$ cat src/rtl/vga_timing_pkg.sv
// rtl/vga_timing_pkg.sv - shared VGA raster constants, totals and colour widths
package vga_timing_pkg;

   localparam int CNT_W = 11;

   localparam int DEF_H_VISIBLE = 640;
   localparam int DEF_H_FP      = 16;
   localparam int DEF_H_SYNC    = 96;
   localparam int DEF_H_BP      = 48;
   localparam int DEF_V_VISIBLE = 480;
   localparam int DEF_V_FP      = 10;
   localparam int DEF_V_SYNC    = 2;
   localparam int DEF_V_BP      = 33;
   localparam int DEF_PIX_DIV   = 4;
   localparam bit DEF_SYNC_ACTIVE = 1'b0;

   function automatic int axis_total(input int vis, input int fp, input int sync, input int bp);
      return vis + fp + sync + bp;
   endfunction

   localparam int H_TOTAL = axis_total(DEF_H_VISIBLE, DEF_H_FP, DEF_H_SYNC, DEF_H_BP);
   localparam int V_TOTAL = axis_total(DEF_V_VISIBLE, DEF_V_FP, DEF_V_SYNC, DEF_V_BP);

   localparam int R_W   = 3;
   localparam int G_W   = 3;
   localparam int B_W   = 2;
   localparam int RGB_W = R_W + G_W + B_W;

endpackage

$ cat src/rtl/vga_axis_counter.sv
// rtl/vga_axis_counter.sv - one raster axis: wrapping position counter with blank/sync decode
module vga_axis_counter
   import vga_timing_pkg::*;
#(
   parameter int VISIBLE     = DEF_H_VISIBLE,
   parameter int FP          = DEF_H_FP,
   parameter int SYNC        = DEF_H_SYNC,
   parameter int BP          = DEF_H_BP,
   parameter bit SYNC_ACTIVE = DEF_SYNC_ACTIVE
)(
   input  logic             clk,
   input  logic             rst,
   input  logic             adv,
   output logic [CNT_W-1:0] count,
   output logic             wrap,
   output logic             blank_axis,
   output logic             sync_axis
);

   localparam logic [CNT_W-1:0] LAST       = CNT_W'(axis_total(VISIBLE, FP, SYNC, BP) - 1);
   localparam logic [CNT_W-1:0] VIS_END    = CNT_W'(VISIBLE);
   localparam logic [CNT_W-1:0] SYNC_START = CNT_W'(VISIBLE + FP);
   localparam logic [CNT_W-1:0] SYNC_END   = CNT_W'(VISIBLE + FP + SYNC);

   logic [CNT_W-1:0] count_nxt;

   assign wrap = adv && (count == LAST);

   always_comb begin
      count_nxt = count;
      if (adv) begin
         count_nxt = (count == LAST) ? '0 : count + 1'b1;
      end
   end

   // Decodes are taken from the next count so they change in the same clock as count.
   always_ff @(posedge clk or posedge rst) begin
      if (rst) begin
         count      <= '0;
         blank_axis <= 1'b0;
         sync_axis  <= ~SYNC_ACTIVE;
      end else begin
         count      <= count_nxt;
         blank_axis <= (count_nxt >= VIS_END);
         sync_axis  <= ((count_nxt >= SYNC_START) && (count_nxt < SYNC_END)) ? SYNC_ACTIVE : ~SYNC_ACTIVE;
      end
   end

endmodule

$ cat src/rtl/vga_timing_gen.sv
// rtl/vga_timing_gen.sv - VGA raster generator; VGA_TIMING_FRAME_CNT_EN adds a 16-bit frame counter
module vga_timing_gen
   import vga_timing_pkg::*;
#(
   parameter int H_VISIBLE   = DEF_H_VISIBLE,
   parameter int H_FP        = DEF_H_FP,
   parameter int H_SYNC      = DEF_H_SYNC,
   parameter int H_BP        = DEF_H_BP,
   parameter int V_VISIBLE   = DEF_V_VISIBLE,
   parameter int V_FP        = DEF_V_FP,
   parameter int V_SYNC      = DEF_V_SYNC,
   parameter int V_BP        = DEF_V_BP,
   parameter int PIX_DIV     = DEF_PIX_DIV,
   parameter bit SYNC_ACTIVE = DEF_SYNC_ACTIVE
)(
   input  logic             clk,
   input  logic             rst,
   output logic [CNT_W-1:0] hc,
   output logic [CNT_W-1:0] vc,
   output logic             blank,
   output logic             hsync,
   output logic             vsync,
   output logic             pix_en,
   output logic             frame_start
`ifdef VGA_TIMING_FRAME_CNT_EN
   ,
   output logic [15:0]      frame_cnt
`endif
);

   localparam int DIV_W = $clog2(PIX_DIV);
   localparam logic [DIV_W-1:0] DIV_LAST = DIV_W'(PIX_DIV - 1);

   logic [DIV_W-1:0] div, div_nxt;
   logic tick, h_wrap, v_wrap, h_blank, v_blank;

   assign tick    = (div == DIV_LAST);
   assign div_nxt = tick ? '0 : div + 1'b1;

   // pix_en is high during the last clock of a pixel; the raster steps at the end of it.
   always_ff @(posedge clk or posedge rst) begin
      if (rst) begin
         div         <= '0;
         pix_en      <= 1'b0;
         frame_start <= 1'b0;
      end else begin
         div         <= div_nxt;
         pix_en      <= (div_nxt == DIV_LAST);
         frame_start <= h_wrap & v_wrap;
      end
   end

   vga_axis_counter #(
      .VISIBLE(H_VISIBLE), .FP(H_FP), .SYNC(H_SYNC), .BP(H_BP), .SYNC_ACTIVE(SYNC_ACTIVE)
   ) u_h_axis (
      .clk(clk), .rst(rst), .adv(tick),
      .count(hc), .wrap(h_wrap), .blank_axis(h_blank), .sync_axis(hsync)
   );

   vga_axis_counter #(
      .VISIBLE(V_VISIBLE), .FP(V_FP), .SYNC(V_SYNC), .BP(V_BP), .SYNC_ACTIVE(SYNC_ACTIVE)
   ) u_v_axis (
      .clk(clk), .rst(rst), .adv(h_wrap),
      .count(vc), .wrap(v_wrap), .blank_axis(v_blank), .sync_axis(vsync)
   );

   assign blank = h_blank | v_blank;

`ifdef VGA_TIMING_FRAME_CNT_EN
   always_ff @(posedge clk or posedge rst) begin
      if (rst) begin
         frame_cnt <= '0;
      end else if (h_wrap & v_wrap) begin
         frame_cnt <= frame_cnt + 16'd1;
      end
   end
`endif

endmodule

$ cat config.mk
export PLATFORM = sky130hd
export DESIGN_NAME = vga_timing_gen
export DESIGN_NICKNAME = d
export VERILOG_FILES = /design/src/rtl/vga_timing_pkg.sv /design/src/rtl/vga_axis_counter.sv /design/src/rtl/vga_timing_gen.sv
export SDC_FILE = /design/constraint.sdc
export NUM_CORES = 1
export LEC_CHECK = 0
export BUFFER_PORTS_ARGS = -buffer_cell sky130_fd_sc_hd__buf_4
export CAP_MARGIN = 10
export CORE_MARGIN = 2
export CORE_UTILIZATION = 49
export CTS_CLUSTER_SIZE = 16
export DETAILED_ROUTE_END_ITERATION = 10
export PLACE_DENSITY = 0.74
export RECOVER_POWER = 100
export SLEW_MARGIN = 20
export SYNTH_ARGS = -nofsm -noshare
export SYNTH_HDL_FRONTEND = slang
export SYNTH_SLANG_ARGS = --single-unit
$ cat constraint.sdc
create_clock -name clk -period 2.6 [get_ports clk]
set_clock_uncertainty 0.1 [all_clocks]
set_input_delay 0.26 -clock clk [delete_from_list [all_inputs] [get_ports clk]]
set_output_delay 0.26 -clock clk [all_outputs]
set_load 0.1 [all_outputs]
==> summary.txt, run 1 <==
Run status
  • Status: complete, no violations

Logic synthesis
  • Synth Register Bits: 30
  • Ys Warns: 0
  • Syn Inst Count: 164
  • Top post-synthesis cells by area: dfrtp_1 (44%), xnor2_1 (4.9%), ha_1 (3.9%), o21ai_0 (3.4%), dfstp_2 (3.3%)
  • EDFF count, synth: 0
  • Syn Nets: 171
  • Fraction of registers with async set/reset: 1.00
  • Top cell type's share of synthesized area: 0.438
  • Synthesized area: ~0.0016 mm2
  • Sequential area share after synthesis: 0.471
  • Distinct cells, synth: 43
  • Post-synth top flop: dfrtp_1
  • Top cell type by total area after synthesis: dfrtp_1
  • Synthesized area per cell: 9.75 um2

Clock network
  • Post CTS Setup Buffer Count: 0
  • Clock root cell: clkbuf_4
  • H-Tree Depth: 2
  • Clock slew at reported path FFs: approximately 90 ps
  • CTS resizes: 0
  • CTS Sinks: 30
  • CTS tree: built
  • Clk_lat worst skew: 320 ps
  • Hold buffer count at cts: 1
  • TritonCTS buffer count: 5
  • Clock buffer depth: 2

Worst setup path
  • Slowest stage delay, CP: ~550 ps
  • Worst path slowest cell: or4_4
  • CP cell instances: or4_4, or3_1, o31a_1, nor4b_2, o2111ai_1
  • CP startpoint kind: flop
  • Crit Path Max Fanout: 5
  • WP data arrival: 2590 ps
  • WP buf/inv: 0
  • Crit path capture type: flop
  • CP top delay family: simple AND/OR/NAND/NOR gates
  • Critical path type: flop to flop
  • WP data required: 2740 ps

Die
  • Chip width: 61.1 um
  • Die ar.: 0.00374 mm2
  • Initial Util: 0.520
  • Core area: 0.00308 mm2
  • Die H: 61.1 um
  • Io pins: 29
  • Row cnt: 20

Global routing
  • Met1 Resource Use GR: 0.279
  • M2 GR Usage: 0.353
  • GRT overflow: 0
  • First-pass GRT wire length: 5.98 mm
  • GR peak layer: met2
  • Initial antenna violation count: 0
  • Vias in the first global route: 1344
  • Largest net degree at the start of global routing: 19
  • Total GRT Usage: 0.221
  • Met3 Usage GRT: 0.0420

Layout
  • Antenna cell count: 0
  • Final nets: roughly 210
  • Commonest cells after routing, fill and taps aside: clkbuf_1 (34), dfrtp_1 (14), inv_1 (11), nand2_1 (11), o21ai_0 (11)
  • Commonest non-fill, non-tap cell in the layout: clkbuf_1
  • Layout cells sized above 1: 0.153
  • Synth-to-layout area growth: 17.3%
  • Fillcell total: 292
  • Final core occ: 0.609

Timing
  • Final setup margin: 151 ps
  • Fin crit share: 0.942
  • Max-Slew Margin vs Limit: 0.209
  • Final Hold Viols: 0
  • Minimum clock period: between 2000 and 2500 ps
  • Max frequency: 0.408 GHz
  • Final setup fails: 0
  • Setup TNS Final: 0 ps
  • Actual slew at the worst max-slew pin: 1190 ps
  • Unrepaired setup endpoints after global routing: false
  • Fin. max-slew vios: 0

Flow run
  • Max-cap violations: 0

Detailed routing
  • Router iterations before antenna repair: 4
  • Via Count: 1393
  • WL per Instance: 15.3 um
  • Via density: 5.66
  • Detail Route Antenna Nets: 0
  • Drt first-iter violations: 80
  • Routed WL: 3.77 mm
  • DRC viols: 0

Power and ir drop
  • Max VDD drop: 0.350 mV
  • P_leak: 0.716 nW
  • Power density over the cells: approximately 400 mW/mm2

Placement
  • DP HPWL: 2.80 mm
  • Final RePlAce weighted congestion: 0.867
  • Pre-CTS WS: 180 ps
  • Port Buffers: 28

Min path
  • Hold Crit Class: flop to flop
## synthesized netlist by cell type, types with 2 or more instances
cell	n
nand2_1	11
dfrtp_1	28
clkbuf_1	6
ha_1	5
o31ai_1	4
nor3_1	7
o21a_1	2
inv_1	11
and2_1	2
o2111ai_1	3
or2_2	2
o22ai_1	3
a31oi_1	2
dfstp_2	2
nor4_1	3
o21ai_0	11
nand3_1	7
or2_1	2
nand4_1	6
xnor2_1	9
nor2b_1	3
or4_1	2
xor2_1	3
o21bai_1	2
or3_1	4
nand2b_1	2
nor2_1	6
## cells by family after synthesis
kind of cell,Yosys count,synth area share
XOR/XNOR,12,0.0657
flip-flops,30,0.471
adder cells (fa/ha/maj),5,0.0391
AND/OR/NAND/NOR,65,0.235
AO/OA/AOI/OAI,33,0.140
multiplexers,1,0.00626
buffers and inverters,18,0.0430
## final cells by class
type / instances / area (um2) / area share
well taps: 44 / 55.1 / 0.0294
repair buffers: 37 / 160 / 0.0854
multi-input cells: 116 / 777 / 0.414
inverters: 11 / 41.3 / 0.0220
clock buffers: 8 / 58.8 / 0.0314
flip-flops and latches: 30 / 783 / 0.418
## report_power, final
| group | switching (mW) | internal [mW] | total [mW] | leakage, nW |
|---|---|---|---|---|
| clock network | 0.152 | 0.133 | 0.286 | 0.0326 |
| logic | 0.00926 | 0.00222 | 0.0115 | 0.308 |
| registers | 0 | 0.466 | 0.466 | 0.375 |
| total | 0.162 | 0.602 | 0.763 | 0.716 |
## state kept, by name (all words and copies together), names as in the netlist
register and flops:
u_h_axis.sync_axis 1, u_v_axis.sync_axis 1, u_h_axis.count 11, pix_en 1
u_h_axis.blank_axis 1, frame_start 1, u_v_axis.count 11, u_v_axis.blank_axis 1
div 2
## worst paths after layout
path	startpoint	to	slack, ps	cells past startpoint
worst max-delay path	u_h_axis.count[6]$_DFF_PP0_	u_v_axis.sync_axis$_DFF_PP1_	150	5
worst min-delay path	div[0]$_DFF_PP0_	div[0]$_DFF_PP0_	360	1
worst max register to register	u_h_axis.count[6]$_DFF_PP0_	u_v_axis.sync_axis$_DFF_PP1_	150	5
worst min register to register	div[0]$_DFF_PP0_	div[0]$_DFF_PP0_	360	1
max in group asynchronous	rst	u_h_axis.count[1]$_DFF_PP0_	670	4
min in group asynchronous	rst	div[0]$_DFF_PP0_	410	3
## per-stage QoR
step           cell area (um2)  hold slack [ps]  cells  power [mW]
2_1_floorplan             1630              249    164       0.482
3_3_place_gp              1930              214    237       0.487
3_5_place_dp              1930              228    237       0.488
4_1_cts                   2000              363    246       0.773
5_1_grt                   1880              390    246       0.786
6_report                  1880              360    246       0.763
## layer usage
metal,up-vias,wire length (um),part of all wire
met4,0,65,0.017
met1,676,1640,0.43
li1,663,-,-
met2,46,1880,0.50
met3,8,182,0.048
met5,-,0,0
No activity file was read; power rests on OpenSTA's default activity.
==> run 2, diff against run 1 <==
- PLACE_DENSITY: 0.74 -> unset
- PLACE_DENSITY_LB_ADDON: unset -> 0.1
==> summary.txt, run 2 (synthesis gave the netlist of run 1 again) <==
Run status
  • Status: complete, no violations (unchanged)

Worst setup path
  • Worst path slowest cell: or4_4 (unchanged)
  • WP data arrival: 2640 ps (was 2590 ps)
  • Worst-case reg-to-reg path depth: 6 (was 5)
  • CP Capture Point: u_v_axis.sync_axis$_DFF_PP1_ (unchanged)
  • WP data required: 2750 ps (was 2740 ps)
  • Worst R2R End: u_v_axis.sync_axis$_DFF_PP1_ (unchanged)
  • Worst setup startpoint: u_h_axis.count[6]$_DFF_PP0_ (unchanged)
  • Slowest stage delay, CP: 550 ps (about the same)
  • Reg2reg start: u_h_axis.count[6]$_DFF_PP0_ (unchanged)
  • Crit path capture type: flop (unchanged)
  • Crit Path Max Fanout: 12 (was 5)
  • CP startpoint kind: flop (unchanged)
  • CP cell instances: or4_4, or3_1, buf_4, nor3_1, nor4b_4, o2111ai_1 (was or4_4, or3_1, o31a_1, nor4b_2, o2111ai_1)
  • Reg2reg setup slack: 110 ps (was 150 ps)
  • Critical path type: flop to flop (unchanged)

Power and ir drop
  • P_leak: 0.724 nW (was 0.716 nW)
  • Final Power: 0.766 mW (was 0.763 mW)
  • Max VDD drop: 0.228 mV (was 0.350 mV)
  • Power density over the cells: 407 mW/mm2 (about the same)

Timing
  • Final setup margin: 114 ps (was 151 ps)
  • Max-Slew Margin vs Limit: 0.212 (was 0.209)
  • Hold WS: 361 ps (was 360 ps)
  • Setup TNS Final: 0 ps (unchanged)
  • Fin. max-slew vios: 0 (unchanged)
  • Minimum clock period: 2490 ps (was 2450 ps)
  • Final setup fails: 0 (unchanged)
  • Actual slew at the worst max-slew pin: 1190 ps (about the same)
  • Final Hold Viols: 0 (unchanged)
  • Fin crit share: 0.956 (was 0.942)
  • Max frequency: 0.402 GHz (was 0.408 GHz)

Min path
  • Hold Crit Class: flop to flop (unchanged)

Placement
  • Pre-CTS WS: 183 ps (was 180 ps)
  • DP HPWL: 2.64 mm (was 2.80 mm)
  • Port Buffers: 28 (unchanged)
  • # placed instances: 236 (was 237)
  • Final RePlAce weighted congestion: 0.879 (was 0.867)

Clock network
  • TritonCTS buffer count: 5 (unchanged)
  • H-Tree Depth: 2 (unchanged)
  • Clk_lat worst skew: 330 ps (was 320 ps)
  • Clock root cell: clkbuf_4 (unchanged)
  • CTS tree: built (unchanged)
  • CTS Sinks: 30 (unchanged)
  • Post CTS Setup Buffer Count: 0 (unchanged)
  • Clock slew at reported path FFs: 90 ps (about the same)
  • Clock buffer depth: 2 (unchanged)

Global routing
  • Initial antenna violation count: 0 (unchanged)
  • GRT overflow: 0 (unchanged)
  • Total GRT Usage: 0.211 (was 0.221)
  • Largest net degree at the start of global routing: 20 (was 19)
  • First-pass GRT wire length: 5.72 mm (was 5.98 mm)
  • Vias in the first global route: 1210 (was 1344)

Detailed routing
  • Routed WL: 3.63 mm (was 3.77 mm)
  • Via density: 5.72 (was 5.66)
  • WL per Instance: 14.8 um (was 15.3 um)
  • Top Metal Used: met4 (unchanged)
  • DR WL met3: 198 um (was 182 um)
  • Router iterations before antenna repair: 4 (unchanged)
  • Drt first-iter violations: 84 (was 80)
  • Detail Route Antenna Nets: 0 (unchanged)
  • WL met2: 1.69 mm (was 1.88 mm)
  • Routed met1 length: 1.69 mm (was 1.64 mm)
  • DRC viols: 0 (unchanged)
  • Via Count: 1401 (was 1393)

Layout
  • Commonest cells after routing, fill and taps aside: clkbuf_1 (34), dfrtp_1 (14), inv_1 (11), nand2_1 (11), o21ai_0 (11) (unchanged)
  • Antenna cell count: 0 (unchanged)
  • Commonest non-fill, non-tap cell in the layout: clkbuf_1 (unchanged)
  • Synth-to-layout area growth: 17.8% (was 17.3%)
  • Final nets: 207 (was 208)
  • Regs by FF count: u_h_axis.count (11), u_v_axis.count (11), div (2) (unchanged)
  • Fillcell total: 310 (was 292)
  • Final Non-Filler Cells: 245 (was 246)
  • Layout cells sized above 1: 0.154 (was 0.153)

Die
  • Die H: 61.1 um (unchanged)
  • Initial Util: 0.520 (unchanged)
  • Core area: 0.00308 mm2 (unchanged)
  • Die ar.: 0.00374 mm2 (unchanged)
  • Chip width: 61.1 um (unchanged)
  • Row cnt: 20 (unchanged)
  • Io pins: 29 (unchanged)

Flow run
  • Max-cap violations: 0 (unchanged)
run 2: cell count changes in the layout (fill, tap and decap cells not counted):
cell	delta
clkbuf_4	-1
nor4_1	-1
nor4_2	+1
nor4b_2	-1
nor4b_4	+1
run 2: report_power, final:
group	internal [mW]	leakage (nW)	switching, mW	total [mW]
registers	0.466	0.375	0	0.466
logic	0.00224	0.316	0.00950	0.0117
clock network	0.133	0.0326	0.155	0.288
run 2: worst max-delay path: cells and delay by family (launching register included):
kind / cells / cell delay [ps]
buffers and inverters: 1 / 210
AND/OR/NAND/NOR: 4 / 1390
AO/OA/AOI/OAI: 1 / 190
flip-flops: 1 / 510
run 2: worst min-delay path by stage:
| stage | start | to | cells after the start |
|---|---|---|---|
| 2_1_floorplan | rst | div[0]$_DFF_PP0_ | 1 |
| 3_3_place_gp | rst | u_h_axis.count[0]$_DFF_PP0_ | 2 |
| 3_5_place_dp | rst | u_h_axis.count[0]$_DFF_PP0_ | 2 |
| 4_1_cts | div[0]$_DFF_PP0_ | div[0]$_DFF_PP0_ | 1 |
| 5_1_grt | div[0]$_DFF_PP0_ | div[0]$_DFF_PP0_ | 1 |
| 6_report | div[0]$_DFF_PP0_ | div[0]$_DFF_PP0_ | 1 |
run 2: area by class of cell:
cell class | instances | area, um2 | area share
inverters | 11 | 41.3 | 0.0219
multi-input cells | 116 | 792 | 0.421
well taps | 44 | 55.1 | 0.0292
clock buffers | 8 | 58.8 | 0.0312
flip-flops and latches | 30 | 783 | 0.416
repair buffers | 36 | 153 | 0.0811
run 2: timing repair:
item / in CTS / in global routing
gates resized for setup: 0 / 2
hold buffers: 1 / 0
endpoints found under the setup margin: 0 / 1
hold endpoints to repair: 11 / 0
run 2: routing by layer:
layer | vias up | global-route usage
met5 | - | 0
met4 | 0 | 0.0932
met3 | 7 | 0.0735
met1 | 687 | 0.291
li1 | 667 | -
met2 | 40 | 0.299
run 2: metrics by stage:
stage	area (um2)	util
floorplan	1630	-
global placement	1920	0.624
detailed placement	1920	0.624
CTS	1990	0.646
global route	1880	0.612
finish	1880	0.612
==> run 3, diff against run 2 <==
- ABC_AREA: unset -> 1
- CORE_UTILIZATION: 49 -> 35
- REMOVE_ABC_BUFFERS: unset -> 1
==> summary.txt, run 3 <==
Die
  • Die H: 77.8 um (was 61.1 um)
  • Die ar.: 0.00605 mm2 (was 0.00374 mm2)
  • Io pins: 29 (unchanged)
  • Core area: 0.00517 mm2 (was 0.00308 mm2)
  • Row cnt: 26 (was 20)
  • Chip width: 77.8 um (was 61.1 um)
  • Initial Util: 0.368 (was 0.520)

Worst setup path
  • WP data arrival: 2200 ps (was 2640 ps)
  • Reg2reg setup slack: 520 ps (was 110 ps)
  • CP Capture Point: u_v_axis.sync_axis$_DFF_PP1_ (unchanged)
  • Stages on the worst setup path: 10 (was 6)
  • Worst-case reg-to-reg path depth: 10 (was 6)
  • WP data required: 2720 ps (was 2750 ps)
  • Critical path type: flop to flop (unchanged)
  • CP startpoint kind: flop (unchanged)
  • Critical path's most frequent cell: nand2_1
  • CP cell instances: ha_1, nand2_1, nor2_8, nand4_1, nand2_1, nand2_1, nor2_1, nand2_1, nor2_1, nand2_1 (was or4_4, or3_1, buf_4, nor3_1, nor4b_4, o2111ai_1)
  • Crit path capture type: flop (unchanged)
  • Worst path slowest cell: dfrtp_1 (was or4_4)
  • Worst setup startpoint: u_h_axis.count[0]$_DFF_PP0_ (was u_h_axis.count[6]$_DFF_PP0_)
  • Worst R2R End: u_v_axis.sync_axis$_DFF_PP1_ (unchanged)
  • CP top delay family: simple AND/OR/NAND/NOR gates (unchanged)
  • Crit Path Max Fanout: 9 (was 12)
  • Reg2reg start: u_h_axis.count[0]$_DFF_PP0_ (was u_h_axis.count[6]$_DFF_PP0_)
  • Slowest stage delay, CP: 400 ps (was 550 ps)
  • WP buf/inv: 0 (was 1)

Detailed routing
  • DRC viols: 0 (unchanged)
  • Via Count: 1598 (was 1401)
  • DR WL met3: 169 um (was 198 um)
  • Drt first-iter violations: 86 (was 84)
  • Routed WL: 4.12 mm (was 3.63 mm)
  • Router iterations before antenna repair: 4 (unchanged)
  • Detail Route Antenna Nets: 0 (unchanged)
  • Top Metal Used: met4 (unchanged)
  • WL met2: 1.80 mm (was 1.69 mm)
  • Via density: 4.48 (was 5.72)
  • WL per Instance: 11.5 um (was 14.8 um)
  • Routed met1 length: 2.08 mm (was 1.69 mm)

Layout
  • Final core occ: 0.409 (was 0.612)
  • Synth-to-layout area growth: 11.0% (was 17.8%)
  • Layout cells sized above 1: 0.129 (was 0.154)
  • Regs by FF count: u_h_axis.count (11), u_v_axis.count (11), div (2) (unchanged)
  • Multi-input logic area: 875 um2 (was 792 um2)
  • Fillcell total: 599 (was 310)
  • FF+latch area: 753 um2 (was 783 um2)
  • Commonest cells after routing, fill and taps aside: nand2_1 (81), inv_1 (41), clkbuf_1 (28), dfrtp_1 (28), nor2_1 (27) (was clkbuf_1 (34), dfrtp_1 (14), inv_1 (11), nand2_1 (11), o21ai_0 (11))
  • Final nets: 293 (was 207)
  • Commonest non-fill, non-tap cell in the layout: nand2_1 (was clkbuf_1)
  • Antenna cell count: 0 (unchanged)
  • Post-route cell area: 0.00211 mm2 (was 0.00188 mm2)

Power and ir drop
  • Internal power: 0.683 mW (was 0.602 mW)
  • Power share of the clock group: 0.454 (was 0.376)
  • Sw Ratio: 0.220 (was 0.214)
  • P_leak: 1.15 nW (was 0.724 nW)
  • Flop pwr share: 0.533 (was 0.609)
  • Psw: 0.193 mW (was 0.164 mW)
  • Combinational group share of total power: 0.013 (was 0.015)
  • Power density over the cells: 414 mW/mm2 (was 407 mW/mm2)
  • Max VDD drop: 0.155 mV (was 0.228 mV)

Clock network
  • Clock slew at reported path FFs: 70 ps (was 90 ps)
  • Clock root cell: clkbuf_8 (was clkbuf_4)
  • TritonCTS buffer count: 5 (unchanged)
  • CTS resizes: 0 (unchanged)
  • Clock buffer depth: 2 (unchanged)
  • Clk_lat worst skew: 280 ps (was 330 ps)
  • H-Tree Depth: 2 (unchanged)
  • Post CTS Setup Buffer Count: 0 (unchanged)
  • CTS Sinks: 30 (unchanged)
  • CTS tree: built (unchanged)

Timing
  • Final setup fails: 0 (unchanged)
  • Fin crit share: 0.802 (was 0.956)
  • Final Hold Viols: 0 (unchanged)
  • Actual slew at the worst max-slew pin: 1180 ps (was 1190 ps)
  • Fin. max-slew vios: 0 (unchanged)
  • Max frequency: 0.480 GHz (was 0.402 GHz)
  • Max-Slew Margin vs Limit: 0.214 (was 0.212)
  • Unrepaired setup endpoints after global routing: false
  • Final setup margin: 516 ps (was 114 ps)
  • Setup TNS Final: 0 ps (unchanged)
  • Minimum clock period: 2080 ps (was 2490 ps)

Logic synthesis
  • Distinct cells, synth: 26 (was 43)
  • Sequential area share after synthesis: 0.396 (was 0.471)
  • Synth Register Bits: 30 (unchanged)
  • Synthesized area: 0.00190 mm2 (was 0.00160 mm2)
  • Post-synth top flop: dfrtp_1 (unchanged)
  • Top post-synthesis cells by area: dfrtp_1 (37%), nand2_1 (16%), inv_1 (8.1%), nor2_4 (5.3%), nand3_1 (5.0%) (was dfrtp_1 (44%), xnor2_1 (4.9%), ha_1 (3.9%), o21ai_0 (3.4%), dfstp_2 (3.3%))
  • Synth cell count leaders: nand2_1 (79), inv_1 (41), dfrtp_1 (28) (was dfrtp_1 (28), inv_1 (11), nand2_1 (11), o21ai_0 (11), xnor2_1 (9))
  • Synthesized area per cell: 7.62 um2 (was 9.75 um2)
  • EDFF count, synth: 0 (unchanged)
  • Syn Inst Count: 250 (was 164)
  • Top cell type by total area after synthesis: dfrtp_1 (unchanged)
  • Fraction of registers with async set/reset: 1.00 (unchanged)
  • Count leader, synth: nand2_1 (was dfrtp_1)
  • Ys Warns: 0 (unchanged)
  • Top cell type's share of synthesized area: 0.368 (was 0.438)

Global routing
  • First-pass GRT wire length: 7.38 mm (was 5.72 mm)
  • Initial antenna violation count: 0 (unchanged)
  • GRT overflow: 0 (unchanged)
  • Largest net degree at the start of global routing: 31 (was 20)
  • Vias in the first global route: 1558 (was 1210)
  • Total GRT Usage: 0.157 (was 0.211)

Placement
  • Dpl cell area: 0.00220 mm2 (was 0.00192 mm2)
  • Port Buffers: 28 (unchanged)
  • DP HPWL: 3.07 mm (was 2.64 mm)
  • Final RePlAce weighted congestion: 0.806 (was 0.879)
  • Pre-CTS WS: 655 ps (was 183 ps)

Flow run
  • Max-cap violations: 0 (unchanged)

Run status
  • Status: complete, no violations (unchanged)

Min path
  • Hold Crit Class: flop to flop (unchanged)
[run 3: cell count changes after synthesis, sizes merged, moves of 4 or more]
cell,previous run,this run
xnor2,9,0
nand2,11,86
o31ai,4,0
o21ai,11,6
inv,11,47
or3,4,0
clkbuf,6,0
nor3,7,2
nand3,7,23
nor2,6,37
[run 3: how the worst min path moves through the flow]
stage / startpoint / end / depth (start not counted)
2_1_floorplan: rst / div[0]$_DFF_PP0_ / 1
3_3_place_gp: rst / u_v_axis.count[9]$_DFF_PP0_ / 3
3_5_place_dp: rst / u_v_axis.count[9]$_DFF_PP0_ / 3
4_1_cts: div[0]$_DFF_PP0_ / div[0]$_DFF_PP0_ / 1
5_1_grt: div[0]$_DFF_PP0_ / div[0]$_DFF_PP0_ / 1
6_report: div[0]$_DFF_PP0_ / div[0]$_DFF_PP0_ / 1
[run 3: cell type report]
type / instances / area share
Multi-Input combinational cell: 172 / 0.414
Sequential cell: 30 / 0.356
Inverter: 47 / 0.0870
Timing Repair Buffer: 30 / 0.0586
Tap cell: 70 / 0.0414
Clock buffer: 7 / 0.0408
Clock inverter: 1 / 0.00237
[run 3: what timing repair did]
item / 4_1_cts / 5_1_grt
endpoints found under the hold margin: 28 / 0
endpoints found under the setup margin: 0 / 0
hold buffers: 1 / 0
[run 3: kinds of logic after synthesis]
kind of cell / count (synthesis) / synth area share
flops: 30 / 0.396
xor+xnor: 2 / 0.00920
buf+inv: 48 / 0.102
simple gates: 156 / 0.435
compound gates: 9 / 0.0250
fa+ha+maj: 5 / 0.0329
[run 3: per-layer routing]
layer  vias up  GRT usage
li1        825          -
met1       737      0.217
met2        28      0.234
met3         8     0.0360
met4         0     0.0696
met5         -          0
[run 3: power by group through the flow]
stage	combinational, mW	clock, mW	sequential (mW)
2_1_floorplan	0.00687	0	0.475
3_5_place_dp	0.0126	0	0.475
4_1_cts	0.0138	0.413	0.467
6_report	0.0118	0.397	0.467
5_1_grt	0.0146	0.436	0.466
3_3_place_gp	0.0126	0	0.475
[run 3: stage by stage]
step           hold slack (ps)  instances  power [mW]
5_1_grt                    373        357       0.916
4_1_cts                    358        357       0.893
2_1_floorplan              249        249       0.482
3_5_place_dp               281        348       0.488
6_report                   356        357       0.876
3_3_place_gp               278        348       0.488
